## config.mk

```make
export PLATFORM = sky130hd
export DESIGN_NAME = pin_driver
export DESIGN_NICKNAME = d
export VERILOG_FILES = /design/src/rtl/pin_driver_pkg.sv /design/src/rtl/pin_driver.sv
export SDC_FILE = /design/constraint.sdc
export NUM_CORES = 1
export LEC_CHECK = 0
export BUFFER_PORTS_ARGS = -buffer_cell sky130_fd_sc_hd__buf_2
export CORE_MARGIN = 4
export CORE_UTILIZATION = 45
export CTS_CLUSTER_SIZE = 28
export DETAILED_ROUTE_END_ITERATION = 7
export MAX_ROUTING_LAYER = met4
export PLACE_DENSITY = 0.79
export SYNTH_ARGS = -nofsm -noshare
export SYNTH_HDL_FRONTEND = slang
export SYNTH_SLANG_ARGS = --single-unit
```

## constraint.sdc

```tcl
create_clock -name i_sys_clk -period 2.78 [get_ports i_sys_clk]
set_input_delay 0.834 -clock i_sys_clk [delete_from_list [all_inputs] [get_ports i_sys_clk]]
set_output_delay 0.834 -clock i_sys_clk [all_outputs]
set_load 0.005 [all_outputs]
```

## src/rtl/pin_driver_pkg.sv

```systemverilog
// Shared encodings for the SMI control-pin drivers.
// The hold state machine has only two states: idle, or counting down a hold.
package pin_driver_pkg;

    typedef enum logic {
        STABLE = 1'b0,
        HOLD   = 1'b1
    } state_t;

endpackage

```

## src/rtl/pin_driver.sv

```systemverilog
// Drives one output pin from a synchronous level request.
// Every output level is held for a programmable minimum time before it may change again.
module pin_driver
    import pin_driver_pkg::*;
#(
    parameter int   HOLD_W      = 8,
    parameter logic RESET_LEVEL = 1'b0
) (
    input  logic              i_sys_clk,
    input  logic              i_rst_b,
    input  logic              i_enable,
    input  logic              i_data_in,
    input  logic [HOLD_W-1:0] i_hold_cycles,
    output logic              o_data_out,
    output logic              o_edge,
    output logic              o_busy,
    output logic              o_pending
);

    localparam logic [HOLD_W-1:0] ONE = {{(HOLD_W-1){1'b0}}, 1'b1};

    state_t            state, state_nx;
    logic [HOLD_W-1:0] count, count_nx;
    logic [HOLD_W-1:0] hold_eff;
    logic              out_nx;
    logic              edge_nx;
    logic              differ;

    // A hold of zero would let the pin toggle with no dwell at all, so it is clamped to one.
    assign hold_eff = (i_hold_cycles == '0) ? ONE : i_hold_cycles;
    assign differ   = (i_data_in != o_data_out);

    always_comb begin
        state_nx = state;
        count_nx = count;
        out_nx   = o_data_out;
        edge_nx  = 1'b0;
        if (!i_enable) begin
            // Disable overrides any running hold; the pin is parked immediately.
            state_nx = STABLE;
            count_nx = '0;
            out_nx   = RESET_LEVEL;
            edge_nx  = (o_data_out != RESET_LEVEL);
        end else begin
            case (state)
                STABLE: begin
                    if (differ) begin
                        out_nx   = ~o_data_out;
                        edge_nx  = 1'b1;
                        count_nx = hold_eff;
                        state_nx = HOLD;
                    end
                end
                HOLD: begin
                    if (count == ONE) begin
                        if (differ) begin
                            out_nx   = ~o_data_out;
                            edge_nx  = 1'b1;
                            count_nx = hold_eff;
                        end else begin
                            count_nx = '0;
                            state_nx = STABLE;
                        end
                    end else begin
                        count_nx = count - ONE;
                    end
                end
                default: begin
                    state_nx = STABLE;
                    count_nx = '0;
                end
            endcase
        end
    end

    always_ff @(posedge i_sys_clk or negedge i_rst_b) begin
        if (!i_rst_b) begin
            state      <= STABLE;
            count      <= '0;
            o_data_out <= RESET_LEVEL;
            o_edge     <= 1'b0;
            o_busy     <= 1'b0;
            o_pending  <= 1'b0;
        end else begin
            state      <= state_nx;
            count      <= count_nx;
            o_data_out <= out_nx;
            o_edge     <= edge_nx;
            o_busy     <= (state_nx == HOLD);
            o_pending  <= i_enable && differ;
        end
    end

endmodule
```

==> flow_metrics.env, run 1 <==
export IMPL_die_h_um=48.4
export IMPL_cts_tree="done"
export IMPL_drt_pass1_iter_count=4
export IMPL_hold_viol_final=0
export IMPL_syn_instance_count=72
export IMPL_seq_area_frac_synth_pct=40.9
export IMPL_drt_wl_total_um=1760
export IMPL_cap_violations=0
export IMPL_finalNonFillerCells=105
export IMPL_pwr_density_cell_nw_per_um2=693
export IMPL_nets=104
export IMPL_syn_nets=86
export IMPL_place_area_sq_um=822
export IMPL_gp_congestion=0.813
export IMPL_final_area_sq_um=858
export IMPL_power_leakage_nw=0.409
export IMPL_clock_latency_ps=280
export IMPL_setup_violations=0
export IMPL_tightest_slew_ps=359
export IMPL_clk_pin_slew_worst_paths_ps=80
export IMPL_skew_ps=0.340
export IMPL_root_buffer="clkbuf_4"
export IMPL_syn_to_final_growth_pct=16.9
export IMPL_coreArea_sq_um=1520
export IMPL_numCtsBuffers=3
export IMPL_p_int_mw=0.378
export IMPL_min_period_over_period_pct=73.2
export IMPL_dp_cells=101
export IMPL_cts_sinks=12
export IMPL_startpoint_type="flip-flop"
export IMPL_grt_use_met2_pct=23.3
export IMPL_ys_ff_latch=12
export IMPL_vdd_ir_drop_max_uv=387
export IMPL_busiest_layer="met2"
export IMPL_cts_buffer_depth=2
export IMPL_avgViaCountPerCell=6.01
export IMPL_path_max_fanout=8
export IMPL_synth_edff_count=0
export IMPL_initial_utilization_pct=48.2
export IMPL_worst_slew_margin_rel_pct=75.9
export IMPL_hpwl_um=1270
export IMPL_cp_required_ps=2950
export IMPL_rr_worst_depth=6
export IMPL_grt_pass1_vias=622
export IMPL_status="finished, final reports clean"
export IMPL_cp_slowest_stage_delay_ps=540
export IMPL_cts_resized=0
export IMPL_ctsHoldBuffers=0
export IMPL_critPathArrivalTime_ps=2210
export IMPL_synth_cell_types=36
export IMPL_antenna_found_initial=0
export IMPL_vias=631
export IMPL_hold_class="in2async"
export IMPL_portBuffers=15
export IMPL_wl_per_cell_um=16.7
export IMPL_drtIter0Drc=15
export IMPL_synth_ff_type="dfrtp_1"
export IMPL_swShare_pct=36.4
export IMPL_num_antenna_cells=0
export IMPL_seqPwrFrac_pct=42.1
export IMPL_finalCriticalPeriod_ps=2030
export IMPL_dieArea_sq_um=2340
export IMPL_timing_setup_tns_ps=0
export IMPL_htree_levels=1
export IMPL_die_w_um=48.4
export IMPL_met3_usage_pct=5.52
export IMPL_comb_power_share_pct=33.5
export IMPL_endpoint_kind="flip-flop"
export IMPL_rows=14
export IMPL_drc_errors=0
export IMPL_path_cells="inv_1, ha_1, or3b_2, o211ai_4, o21bai_2, a211o_1"
export IMPL_synthArstFlopShare_pct=100
export IMPL_netlist_area_sq_um=734
export IMPL_drtAntennaViolNets=0
export IMPL_slowest_stage="or3b_2"
export IMPL_slew_violations=0
export IMPL_max_freq_mhz=492
export IMPL_grt_ovfl_total=0
export IMPL_power_frac_clock_pct=24.4
export IMPL_post_cts_buffers=0
export IMPL_pin_count=16
export IMPL_grt_max_degree=13
export IMPL_synth_warnings=0
export IMPL_grt_pass1_wl_um=2890
export IMPL_p_sw_mw=0.217
export IMPL_rsz0062_at_grt="false"
export IMPL_crit_type="reg2reg"
export IMPL_syn_area_per_cell_sq_um=10.2
export IMPL_use_met1_pct=20.8
export IMPL_grt_util_all_layers_pct=15.7
export IMPL_drive_above_1_share_pct=29.2
## cells by family (layout without fill, tap and decap cells)
family                   count (synthesis)  in the layout  synth area share [%]
XOR/XNOR                                 3              3                  3.58
buffers and inverters                    6             23                  3.07
AND/OR/NAND/NOR                         22             22                  18.7
flip-flops                              12             12                  40.9
adder cells (fa/ha/maj)                  2              2                  3.41
AO/OA/AOI/OAI                           26             26                  29.0
multiplexers                             1              1                  1.36
## cells in the final DEF (no fill, tap or decap), drive strengths merged
master	count
a211o	1
a21boi	1
a21oi	8
a221o	3
a32oi	1
and2	2
and3	2
buf	15
clkbuf	4
dfrtp	12
ha	2
inv	4
mux2i	1
nand2	2
nand3	2
nor2	2
nor2b	1
nor3	2
nor3b	1
nor4	1
o211a	1
o211ai	1
o21ai	3
o21bai	1
o221ai	1
o311ai	1
o31a	1
o31ai	3
or2	1
or3	1
or3b	2
or4	3
xnor2	1
xor2	2
## cell usage after synthesis (2+ instances only)
cell | count | area, sq um
dfrtp_1 | 12 | 300
a21oi_1 | 8 | 40.0
inv_1 | 4 | 15.0
a221o_1 | 3 | 30.0
o31ai_1 | 3 | 22.5
and2_1 | 2 | 12.5
and3_1 | 2 | 12.5
clkbuf_1 | 2 | 7.51
ha_1 | 2 | 25.0
nand2_1 | 2 | 7.51
nand3_1 | 2 | 10.0
nor2_1 | 2 | 7.51
nor3_1 | 2 | 10.0
o21ai_0 | 2 | 10.0
or3b_2 | 2 | 17.5
xor2_1 | 2 | 17.5
## worst max-delay path, delay by kind of cell (launching register included)
kind,cells,cell delay [ps]
AOI/OAI and AO/OA,3,660
adders and majority gates,1,190
buffers and inverters,1,110
DFF,1,420
and+or+nand+nor,1,540
## worst paths after layout
check	startpoint	end	slack, ps
max	count[1]	count[2]	750
min	i_rst_b	o_pending	420
max reg2reg	count[1]	count[2]	750
min reg2reg	count[1]	count[1]	590
max in group asynchronous	i_rst_b	count[0]	2160
min in group i_sys_clk	count[1]	count[1]	590
## registers in the layout (all words and copies together), names as in the netlist
register    cells
count           8
o_data_out      1
o_edge          1
o_pending       1
state           1
## area by class of cell
class,instances,area (sq um)
Inverter,4,15.0
Sequential cell,12,300
Tap cell,16,20.0
Multi-Input combinational cell,54,412
Fill cell,144,666
Clock buffer,4,36.3
Timing Repair Buffer,15,75.1
## power by group through the flow
stage | Sequential [mW] | Combinational (mW) | Clock, mW
floorplan | 0.240 | 0.148 | 0
global placement | 0.248 | 0.190 | 0
detailed placement | 0.252 | 0.196 | 0
CTS | 0.250 | 0.199 | 0.146
global route | 0.257 | 0.219 | 0.157
finish | 0.250 | 0.199 | 0.145
## metrics by stage
step | hold WS, ps | util [%] | setup WS (ps) | total power, mW
CTS | 424 | 56.3 | 750 | 0.594
floorplan | 499 | - | 891 | 0.388
finish | 415 | 56.3 | 746 | 0.595
global route | 428 | 56.3 | 651 | 0.632
detailed placement | 557 | 53.9 | 734 | 0.447
global placement | 551 | 53.9 | 752 | 0.438
## metal layers
metal  share of wire [%]  vias to the layer above
li1                    -                      312
met1                  48                      304
met2                  46                       13
met3                 5.9                        2
met4                0.51                        0
met5                   0                        -
No activity file was read; power rests on OpenSTA's default activity.
==> inputs of run 2 (changes only) <==
==> constraint.sdc (replaced) <==
create_clock -name i_sys_clk -period 1.95 [get_ports i_sys_clk]
set_input_delay 0.585 -clock i_sys_clk [delete_from_list [all_inputs] [get_ports i_sys_clk]]
set_output_delay 0.585 -clock i_sys_clk [all_outputs]
set_load 0.005 [all_outputs]
==> run 2 against run 1 <==
  * Sequential share of layout area down 1.5 points
  * Critical path depth unchanged
  * Setup slack worse by 690 ps
  * Die area unchanged
  * Largest cell class unchanged
==> flow_metrics.env, run 2 (same netlist as run 1, synthesis figures left out) <==
export IMPL_critPathArrivalTime_ps=2110
export IMPL_cts_tree="done"
export IMPL_slew_violations=0
export IMPL_path_max_fanout=3
export IMPL_fin_util_pct=59.0
export IMPL_drive_above_1_share_pct=34.0
export IMPL_status="finished, final reports clean"
export IMPL_grt_use_met2_pct=22.4
export IMPL_clk_pin_slew_worst_paths_ps=80
export IMPL_largest_register_ffs=8
export IMPL_met3_usage_pct=6.75
export IMPL_largest_register="count"
export IMPL_hpwl_um=1270
export IMPL_drc_errors=0
export IMPL_power_leakage_nw=0.434
export IMPL_comb_power_share_pct=37.4
export IMPL_cts_sinks=12
export IMPL_max_freq_mhz=528
export IMPL_grt_pass1_vias=678
export IMPL_endpoint_kind="flip-flop"
export IMPL_cap_violations=0
export IMPL_setup_ws_ps=54.6
export IMPL_crit_family="simple AND/OR/NAND/NOR gates"
export IMPL_pre_cts_ws_ps=14.8
export IMPL_grt_max_degree=13
export IMPL_grt_ovfl_total=0
export IMPL_initial_utilization_pct=48.2
export IMPL_coreArea_sq_um=1520
export IMPL_path_cells="inv_1, ha_1, or3b_2, or4_1, a21oi_1, a221o_1"
export IMPL_vias=701
export IMPL_numCtsBuffers=3
export IMPL_grt_pass1_wl_um=2890
export IMPL_crit_type="reg2reg"
export IMPL_avgViaCountPerCell=6.37
export IMPL_hold_class="in2async"
export IMPL_die_h_um=48.4
export IMPL_nets=109
export IMPL_worst_slew_margin_rel_pct=79.4
export IMPL_grt_util_all_layers_pct=15.4
export IMPL_num_antenna_cells=0
export IMPL_layout_commonest_cell="buf_2"
export IMPL_use_met1_pct=18.9
export IMPL_htree_levels=1
export IMPL_vdd_ir_drop_max_uv=589
export IMPL_antenna_found_initial=0
export IMPL_die_w_um=48.4
export IMPL_seqPwrFrac_pct=39.5
export IMPL_drt_wl_total_um=1770
export IMPL_skew_ps=0.527
export IMPL_slowest_stage="or3b_2"
export IMPL_syn_to_final_growth_pct=22.5
export IMPL_final_area_sq_um=900
export IMPL_gp_congestion=0.947
export IMPL_setup_violations=0
export IMPL_fillerInstances=148
export IMPL_power_frac_clock_pct=23.0
export IMPL_place_area_sq_um=845
export IMPL_clock_latency_ps=270
export IMPL_startpoint_type="flip-flop"
export IMPL_drt_pass1_iter_count=4
export IMPL_whs_ps=173
export IMPL_cp_required_ps=2170
export IMPL_drtAntennaViolNets=0
export IMPL_r2r_setup_slack_ps=50
export IMPL_busiest_layer="met2"
export IMPL_tightest_slew_ps=307
export IMPL_most_common_layout_cells="15 x buf_2, 11 x dfrtp_1, 8 x a21oi_1"
export IMPL_drtIter0Drc=21
export IMPL_wl_per_cell_um=16.0
export IMPL_pwr_density_cell_nw_per_um2=964
export IMPL_cts_buffer_depth=2
export IMPL_rows=14
export IMPL_p_int_mw=0.566
export IMPL_root_buffer="clkbuf_4"
export IMPL_hold_viol_final=0
export IMPL_pin_count=16
export IMPL_swShare_pct=34.7
export IMPL_critical_path_buf_inv_count=1
export IMPL_cp_slowest_stage_delay_ps=480
export IMPL_dieArea_sq_um=2340
export IMPL_finalCriticalPeriod_ps=1900
export IMPL_portBuffers=15
export IMPL_min_period_over_period_pct=97.2
export IMPL_p_sw_mw=0.301
## run 2: what timing repair did
| action | 4_1_cts | 5_1_grt |
|---|---|---|
| gates resized for setup | 1 | 1 |
| pin swaps | 1 | 0 |
| endpoints found under the setup margin | 1 | 1 |
| buffers inserted | 1 | 1 |
| hold buffers | 0 | 0 |
## run 2: worst paths after layout
path,start,to,depth (start not counted)
max in group asynchronous,i_rst_b,count[0],1
worst max-delay path,count[0],count[6],6
worst max register to register,count[0],count[6],6
worst min-delay path,i_rst_b,o_pending,1
min in group i_sys_clk,i_hold_cycles[6],count[6],2
worst min register to register,count[6],count[6],1
## run 2: through the flow
| step | instances | power [mW] | TNS, ps |
|---|---|---|---|
| 6_report | 110 | 0.867 | 0 |
| 5_1_grt | 110 | 0.925 | -10.9 |
| 4_1_cts | 109 | 0.862 | 0 |
| 3_5_place_dp | 104 | 0.654 | 0 |
| 3_3_place_gp | 104 | 0.643 | 0 |
| 2_1_floorplan | 72 | 0.554 | 0 |
## run 2: final cells by class
class | count | area [sq um] | share of cell area (%)
flip-flops and latches | 12 | 302 | 33.5
well taps | 16 | 20.0 | 2.23
inverters | 4 | 15.0 | 1.67
clock buffers | 4 | 36.3 | 4.03
multi-input cells | 54 | 414 | 46.0
repair buffers | 20 | 113 | 12.5
## run 2: routing by layer
layer  part of all wire (%)  wire length (um)
met5                      0                 0
met4                   0.51                 9
met3                    8.1               143
met2                     48               855
met1                     43               756
## run 2: power by group through the flow
| stage | Sequential, mW | Combinational (mW) | Clock, mW |
|---|---|---|---|
| 3_5_place_dp | 0.348 | 0.306 | 0 |
| 4_1_cts | 0.344 | 0.313 | 0.205 |
| 2_1_floorplan | 0.343 | 0.211 | 0 |
| 5_1_grt | 0.353 | 0.353 | 0.219 |
| 3_3_place_gp | 0.344 | 0.299 | 0 |
| 6_report | 0.343 | 0.325 | 0.200 |
==> inputs of run 3 (changes only) <==
--- a/config.mk
+++ b/config.mk
@@ -12,6 +12,7 @@
 export DETAILED_ROUTE_END_ITERATION = 7
 export MAX_ROUTING_LAYER = met4
 export PLACE_DENSITY = 0.79
+export SETUP_SLACK_MARGIN = 0.2
 export SYNTH_ARGS = -nofsm -noshare
 export SYNTH_HDL_FRONTEND = slang
 export SYNTH_SLANG_ARGS = --single-unit
==> run 3 against run 2 <==
  * Flip-flop and latch count is the same
  * Critical path depth grew 1
  * Sequential power grew 1%
  * Non-clock buffer count increased by 13
  * Via count grew 7.4%
  * Cell area rose by 19%
  * Register-to-register slack gained 20 ps
==> flow_metrics.env, run 3 (same netlist as run 1, synthesis figures left out) <==
export IMPL_finalNonFillerCells=123
export IMPL_final_seq_area_sq_um=304
export IMPL_die_w_um=48.4
export IMPL_numCtsBuffers=3
export IMPL_grt_pass1_wl_um=2940
export IMPL_vias=753
export IMPL_max_freq_mhz=535
export IMPL_clk_pin_slew_worst_paths_ps=70
export IMPL_syn_to_final_growth_pct=45.5
export IMPL_worst_slew_margin_rel_pct=74.8
export IMPL_finalCriticalPeriod_ps=1870
export IMPL_min_period_over_period_pct=95.9
export IMPL_endpoint_kind="flip-flop"
export IMPL_cts_buffer_depth=2
export IMPL_antenna_found_initial=0
export IMPL_critical_path_buf_inv_count=2
export IMPL_slew_violations=0
export IMPL_dieArea_sq_um=2340
export IMPL_critPathArrivalTime_ps=2030
export IMPL_cts_tree="done"
export IMPL_hpwl_um=1300
export IMPL_largest_register_ffs=8
export IMPL_grt_util_all_layers_pct=16.2
export IMPL_drc_errors=0
export IMPL_drtAntennaViolNets=0
export IMPL_largest_register="count"
export IMPL_grt_ovfl_total=0
export IMPL_drive_above_1_share_pct=55.1
export IMPL_hold_viol_final=0
export IMPL_coreArea_sq_um=1520
export IMPL_ctsHoldBuffers=0
export IMPL_multi_input_area_sq_um=475
export IMPL_crit_family="compound AO/OA/AOI/OAI gates"
export IMPL_portBuffers=15
export IMPL_most_common_layout_cells="16 x buf_4, 15 x buf_2, 9 x dfrtp_1"
export IMPL_rsz0062_at_grt="true"
export IMPL_rr_worst_depth=7
export IMPL_layout_commonest_cell="buf_4"
export IMPL_avgViaCountPerCell=6.12
export IMPL_pwr_density_cell_nw_per_um2=963
export IMPL_path_cells="inv_2, ha_4, or3b_4, o211ai_4, buf_4, nor2_1, a221o_1"
export IMPL_setup_violations=0
export IMPL_whs_ps=176
export IMPL_gp_congestion=0.906
export IMPL_cap_violations=0
export IMPL_drt_pass1_iter_count=4
export IMPL_num_antenna_cells=0
export IMPL_status="finished, final reports clean"
export IMPL_setup_ws_ps=79.3
export IMPL_dp_cells=103
export IMPL_clock_latency_ps=270
export IMPL_cts_sinks=12
export IMPL_die_h_um=48.4
export IMPL_crit_type="reg2reg"
export IMPL_vdd_ir_drop_max_uv=527
export IMPL_cp_required_ps=2110
export IMPL_initial_utilization_pct=48.2
export IMPL_drt_wl_total_um=2100
export IMPL_root_buffer="clkbuf_4"
export IMPL_hold_class="in2async"
export IMPL_timing_setup_tns_ps=0
export IMPL_pre_cts_ws_ps=66.8
export IMPL_fillerInstances=112
export IMPL_cp_depth=7
export IMPL_r2r_setup_slack_ps=80
export IMPL_grt_max_degree=13
export IMPL_power_leakage_nw=0.500
export IMPL_drtIter0Drc=31
export IMPL_pin_count=16
export IMPL_wl_per_cell_um=17.0
export IMPL_startpoint_type="flip-flop"
export IMPL_rows=14
export IMPL_fin_util_pct=70.1
export IMPL_cp_slowest_stage_delay_ps=410
export IMPL_htree_levels=1
export IMPL_slowest_stage="or3b_4"
export IMPL_path_max_fanout=4
export IMPL_grt_pass1_vias=688
export IMPL_tightest_slew_ps=375
export IMPL_skew_ps=5.35
export IMPL_nets=122
-- run 3: changes by cell type in the layout (fill, tap and decap cells not counted), sizes merged --
cell	change
buf	+13
-- run 3: final timing paths --
kind	from	to
max	count[1]	count[4]
min	i_rst_b	o_edge
max reg2reg	count[1]	count[4]
min reg2reg	count[6]	count[6]
max in group asynchronous	i_rst_b	count[0]
min in group i_sys_clk	i_hold_cycles[6]	count[6]
-- run 3: power by group --
| part | internal [mW] | total (mW) | switching (mW) |
|---|---|---|---|
| clock network | 0.114 | 0.191 | 0.0777 |
| logic | 0.263 | 0.490 | 0.227 |
| registers | 0.295 | 0.348 | 0.0525 |
-- run 3: layout make-up --
type / count / share of cell area [%]
well taps: 16 / 1.87
repair buffers: 33 / 20.4
clock buffers: 4 / 3.40
inverters: 4 / 1.41
flip-flops and latches: 12 / 28.5
multi-input cells: 54 / 44.5
-- run 3: worst register-to-register path, cell delays in order (launching register included) --
cell,delay (ps)
dfrtp_1,390
inv_2,90
ha_4,130
or3b_4,410
o211ai_4,270
buf_4,170
nor2_1,50
a221o_1,250
-- run 3: metal layers --
layer  GRT usage (%)  routed length (um)  part of all wire, %  vias up
met5               -                   0                    0        -
met4            5.99                  19                 0.91        0
met3            6.44                 113                  5.4        6
met2            27.0                1120                   54       22
met1            17.0                 840                   40      378
li1                -                   -                    -      347
-- run 3: timing repair --
item                       CTS  global route
setup endpoints to repair    4             7
resized for setup            7            13
buffers inserted             6            10
pin swaps                    5             7
-- run 3: through the flow --
| stage | power [mW] | cell area, sq um |
|---|---|---|
| 2_1_floorplan | 0.563 | 739 |
| 3_3_place_gp | 0.641 | 842 |
| 3_5_place_dp | 0.655 | 842 |
| 4_1_cts | 0.906 | 950 |
| 5_1_grt | 1.09 | 1070 |
| 6_report | 1.03 | 1070 |
